### config.mk
export PLATFORM = sky130hd
export DESIGN_NAME = hazard_ctrl
export DESIGN_NICKNAME = d
export VERILOG_FILES = /design/src/rtl/hazard_ctrl.sv
export SDC_FILE = /design/constraint.sdc
export NUM_CORES = 1
export LEC_CHECK = 0
export CORE_MARGIN = 4
export CORE_UTILIZATION = 35
export CTS_BUF_LIST = sky130_fd_sc_hd__clkbuf_4 sky130_fd_sc_hd__clkbuf_8
export DETAILED_ROUTE_END_ITERATION = 7
export PLACE_DENSITY_LB_ADDON = 0.05
export SYNTH_ARGS = -nofsm -noshare
export SYNTH_HDL_FRONTEND = slang
export SYNTH_SLANG_ARGS = --single-unit
### constraint.sdc
create_clock -name clk -period 5.9 [get_ports clk]
set_clock_uncertainty 0.05 [all_clocks]
set_input_delay 1.18 -clock clk [delete_from_list [all_inputs] [get_ports clk]]
set_output_delay 1.18 -clock clk [all_outputs]
set_load 0.02 [all_outputs]
### src/rtl/hazard_ctrl.sv
// Hazard controller for the 5-stage RV32 pipeline: forwarding selects, load-use and
// branch hazards, a timeout-guarded data-memory wait FSM, and saturating perf counters.
module hazard_ctrl #(
    parameter int unsigned MEM_TIMEOUT = 16,
    parameter int unsigned CNT_W       = 32
) (
    input  logic             clk,
    input  logic             rst,
    input  logic [4:0]       Rs1D,
    input  logic [4:0]       Rs2D,
    input  logic [4:0]       Rs1E,
    input  logic [4:0]       Rs2E,
    input  logic [4:0]       RdE,
    input  logic [4:0]       RdM,
    input  logic [4:0]       RdW,
    input  logic             RegWriteM,
    input  logic             RegWriteW,
    input  logic [1:0]       ResultSrcE,
    input  logic             PCSrcE,
    input  logic             MemAccessM,
    input  logic             dmem_ready,
    output logic             StallF,
    output logic             StallD,
    output logic             StallE,
    output logic             StallM,
    output logic             FlushD,
    output logic             FlushE,
    output logic             FlushW,
    output logic [1:0]       ForwardAE,
    output logic [1:0]       ForwardBE,
    output logic             mem_err,
    output logic [CNT_W-1:0] stall_cnt,
    output logic [CNT_W-1:0] flush_cnt
);

    localparam int unsigned WAIT_W = $clog2(MEM_TIMEOUT + 1);
    localparam logic [WAIT_W-1:0] TIMEOUT = WAIT_W'(MEM_TIMEOUT);

    typedef enum logic {
        RUN,
        MEM_WAIT
    } state_e;

    state_e             state_q, state_d;
    logic [WAIT_W-1:0]  wait_q, wait_d;
    logic               err_q, err_d;
    logic [CNT_W-1:0]   stall_q, stall_d;
    logic [CNT_W-1:0]   flush_q, flush_d;

    logic lw_stall;
    logic mem_stall;
    logic wait_lt;

    function automatic logic [1:0] fwd_sel(input logic [4:0] rs,
                                           input logic       wr_m,
                                           input logic [4:0] rd_m,
                                           input logic       wr_w,
                                           input logic [4:0] rd_w);
        logic [1:0] sel;
        sel = 2'b00;
        if (wr_m && (rd_m != 5'd0) && (rd_m == rs)) begin
            sel = 2'b10;
        end else if (wr_w && (rd_w != 5'd0) && (rd_w == rs)) begin
            sel = 2'b01;
        end
        return sel;
    endfunction

    always_comb begin
        ForwardAE = 2'b00;
        ForwardBE = 2'b00;
        if (!rst) begin
            ForwardAE = fwd_sel(Rs1E, RegWriteM, RdM, RegWriteW, RdW);
            ForwardBE = fwd_sel(Rs2E, RegWriteM, RdM, RegWriteW, RdW);
        end
    end

    assign lw_stall  = (ResultSrcE == 2'b01) && (RdE != 5'd0) &&
                       ((RdE == Rs1D) || (RdE == Rs2D));
    assign wait_lt   = (wait_q < TIMEOUT);
    // In MEM_WAIT the access is already in flight, so MemAccessM no longer gates the stall.
    assign mem_stall = !dmem_ready && wait_lt && ((state_q == MEM_WAIT) || MemAccessM);

    always_comb begin
        state_d = state_q;
        wait_d  = wait_q;
        err_d   = err_q;
        case (state_q)
            RUN: begin
                if (mem_stall) begin
                    state_d = MEM_WAIT;
                    wait_d  = WAIT_W'(1);
                end
            end
            MEM_WAIT: begin
                if (dmem_ready) begin
                    state_d = RUN;
                    wait_d  = '0;
                end else if (wait_lt) begin
                    wait_d  = wait_q + WAIT_W'(1);
                end else begin
                    state_d = RUN;
                    wait_d  = '0;
                    err_d   = 1'b1;
                end
            end
            default: begin
                state_d = RUN;
                wait_d  = '0;
            end
        endcase
    end

    always_comb begin
        StallF = 1'b0;
        StallD = 1'b0;
        StallE = 1'b0;
        StallM = 1'b0;
        FlushD = 1'b0;
        FlushE = 1'b0;
        FlushW = 1'b0;
        if (rst) begin
            FlushD = 1'b1;
            FlushE = 1'b1;
            FlushW = 1'b1;
        end else if (mem_stall) begin
            StallF = 1'b1;
            StallD = 1'b1;
            StallE = 1'b1;
            StallM = 1'b1;
            FlushW = 1'b1;
        end else if (PCSrcE) begin
            FlushD = 1'b1;
            FlushE = 1'b1;
        end else if (lw_stall) begin
            StallF = 1'b1;
            StallD = 1'b1;
            FlushE = 1'b1;
        end
    end

    always_comb begin
        stall_d = stall_q;
        flush_d = flush_q;
        if (StallF && (stall_q != '1)) begin
            stall_d = stall_q + CNT_W'(1);
        end
        if ((FlushD || FlushE) && (flush_q != '1)) begin
            flush_d = flush_q + CNT_W'(1);
        end
    end

    always_ff @(posedge clk) begin
        if (rst) begin
            state_q <= RUN;
            wait_q  <= '0;
            err_q   <= 1'b0;
            stall_q <= '0;
            flush_q <= '0;
        end else begin
            state_q <= state_d;
            wait_q  <= wait_d;
            err_q   <= err_d;
            stall_q <= stall_d;
            flush_q <= flush_d;
        end
    end

    assign mem_err   = err_q;
    assign stall_cnt = stall_q;
    assign flush_cnt = flush_q;

endmodule

==> summary.md <==
| Metric | Value |
|---|---|
| Run status | completed |
| H-tree levels | 3 |
| Post-synthesis adder-cell area fraction | 0.00967 |
| Ant. Diodes | 0 |
| Worst hold endpoint | mem_err |
| Final WS setup | 1.01 ns |
| Largest net degree at the start of global routing | 41 |
| Syn Nets | 508 |
| Final hold vios | 0 |
| Clock share of power | 0.424 |
| CTS Buffer Depth | 2 |
| MaxCap Viol Count | 0 |
| Sw Share | 0.248 |
| Ranking of synthesized cells by area | dfxtp_1 (37%), xnor2_1 (15%), nor2_1 (6.4%) |
| Max Slew Vio Count | 0 |
| Number of global-route vias before repair | 3555 |
| DR vias/cell | 5.08 |
| Pleak | 1.70 nW |
| Yosys reg bits | 71 |
| Max Freq | slightly above 200 MHz |
| Seq pwr share | 0.457 |
| Final Critical Period | 4.89 ns |
| Filler cells | 1073 |
| Unique cell type count in the Yosys netlist | 54 |
| First-pass GRT wire length | ~17000 um |
| Pwr/cell area | 199 nW/um2 |
| I/O pins | 120 |
| Reg2reg end | flush_cnt[5] |
| Clock Sinks | 71 |
| DRT Wirelength | 10200 um |
| Cell Int Power | 803 uW |
| Synthesized area | between 3000 and 4000 um2 |
| CTS Buf Count | 9 |
| HP Class | reg2reg |
| CP Capture Type | output port |
| Finish-stage setup viols | 0 |
| Layout cells sized above 1 | 0.0728 |
| Wire per inst | 14.2 um |
| FF-to-FF path depth | 8 |
| WP data arrival | between 3 and 4 ns |
| Synth warnings | 0 |
| Final #Nets | 619 |
| RSZ-0062 raised after global routing | false |
| CP Launch Type | input pin |
| GRT Residual Overflow | 0 |
| Most frequent cells in the layout | clkdlybuf4s50_1 (118), dfxtp_1 (71), nor2_1 (66) |
| Worst setup path startpoint | RdM[1] |
| Most common cell after layout, fill and taps aside | clkdlybuf4s50_1 |
| Psw | 264 uW |
| Primary FF master, synth | dfxtp_1 |
| Clk slew on worst S/H paths | about 0.07 ns |
| Initial Utilization | 0.358 |
| Syn_area_per_cell | 8.42 um2 |
| Hold_buf cts | 0 |
| Core ar. | 10800 um2 |
| Via count | 3645 |
| TritonRoute pass-1 iters | 4 |
| Fin crit share | 0.829 |
| DRT iter0 DRCs | 177 |
| VDD IR max | 131 uV |
| Post-synthesis compound-gate area fraction | 0.0703 |
| Dpl ws | 1.04 ns |
| Top cell type's share of synthesized area | 0.366 |
| R2R Path Start | flush_cnt[0] |
| Final TNS setup | 0 ns |
| # rows | 38 |
| Drt drc | 0 |
| Cell depth of the worst hold path | 2 |
| Worst-Margin Slew | between 0.9 and 1 ns |
| Post-Synth XOR/XNOR Area | 0.178 |
| Simple-gate share of the synthesized area | 0.319 |
| Multiplexer area fraction after synthesis | 0.0135 |
| Crit Path Max Fanout | 4 |
| Post-synthesis cell count | 461 |
| Sequential area share after synthesis | 0.366 |
| CTS tree | built |
| Normalized max-slew margin | 0.384 |
| Die H | ~110 um |
| Area delta synth->final | 38.1% |
| Total power draw | about 1.1 mW |
| Post-synth EDFFs | 0 |
| Flop2flop setup slack | roughly 2.8 ns |
| Logic pwr share | 0.119 |
| Crit path kind | in2out |
| Die area | 12800 um2 |
| Clock latency on the worst-skew pair | 0.35 ns |
| Share of async-settable or async-resettable flops after synthesis | 0 |
| Antenna violations before repair | 0 |
| ANT nets after route | 0 |
| Worst Min Path Start | mem_err |
| Routability cong. | 0.828 |
| DPL Wire Length | 7450 um |
| PortBufs | roughly 120 |
| Cts repair resizes | 0 |
| Die Wd | 113 um |
| GR Util All Layers | 0.160 |
| Largest family of logic cells by synthesized area | simple AND/OR/NAND/NOR gates |
| Synth area leader | dfxtp_1 |
| Worst EP required | 4.67 ns |
| Root Buffer | clkbuf_8 |
| Setup Fix Bufs, Post-CTS | 0 |
-- cell families after synthesis --
kind of cell	Yosys count
AOI/OAI and AO/OA	40
and+or+nand+nor	233
adders and majority gates	3
muxes	5
xor gates and xnor gates	79
DFF	71
buffers and inverters	30
-- flip-flops by register name, summed over array words and instances (netlist names) --
name       flops
flush_cnt     32
state_q        1
mem_err        1
wait_q         5
stall_cnt     32
-- through the flow --
| stage | area, um2 | hold WS, ns | instances | util |
|---|---|---|---|---|
| final | 5360 | 0.439 | 717 | 0.494 |
| after global routing | 5360 | 0.478 | 717 | 0.494 |
| after CTS | 5360 | 0.436 | 717 | 0.494 |
| after detailed placement | 5130 | 0.405 | 701 | 0.473 |
| after global placement | 5130 | 0.401 | 701 | 0.473 |
| after floorplan | 3880 | 0.391 | 461 | - |
-- Yosys cell counts, drive strengths merged, types with 3 or more instances --
master  instances
dfxtp          71
nor2           66
xnor2          65
nand3          32
nand2          29
nor4           25
nor3           23
a21oi          16
nand4          15
xor2           14
buf            12
or3            11
o21ai          10
clkbuf          9
inv             9
and4            7
or4             7
and3            5
ha              3
mux2i           3
nor2b           3
-- power groups by stage --
stage / combinational (mW) / clock (mW) / sequential (mW)
after floorplan: 0.0711 / 0 / 0.500
after global placement: 0.127 / 0 / 0.498
after detailed placement: 0.128 / 0 / 0.499
after CTS: 0.128 / 0.468 / 0.488
after global routing: 0.140 / 0.482 / 0.488
final: 0.127 / 0.452 / 0.487
-- per-layer routing --
layer / up-vias / GRT usage / share of wire
li1: 1853 / - / -
met1: 1679 / 0.212 / 0.48
met2: 102 / 0.246 / 0.43
met3: 11 / 0.0487 / 0.073
met4: 0 / 0.0553 / 0.012
met5: - / 0 / 0
-- worst max-delay path, cell delays in order --
cell             delay (ns)
clkdlybuf4s50_1        0.47
or4_1                  0.54
o21ai_0                0.35
nor3_1                 0.12
nor4_1                 0.34
clkdlybuf4s50_1        0.67
-- cell type report --
cell class                      count  area [um2]  share of cell area
Inverter                            9        33.8             0.00631
Clock buffer                       11         151              0.0283
Multi-Input combinational cell    360        2290               0.428
Sequential cell                    71        1420               0.265
Tap cell                          140         175              0.0327
Timing Repair Buffer              121        1200               0.224
Clock inverter                      5        80.1              0.0149
-- worst max-delay path by stage --
stage	cells after the start	end	slack [ns]
floorplan	6	StallF	1.62
global placement	6	ForwardAE[0]	1.07
detailed placement	6	ForwardBE[0]	1.04
CTS	6	ForwardBE[0]	1.02
global route	6	ForwardBE[0]	0.84
finish	6	ForwardBE[0]	1.01
(Power assumes the default switching activity.)
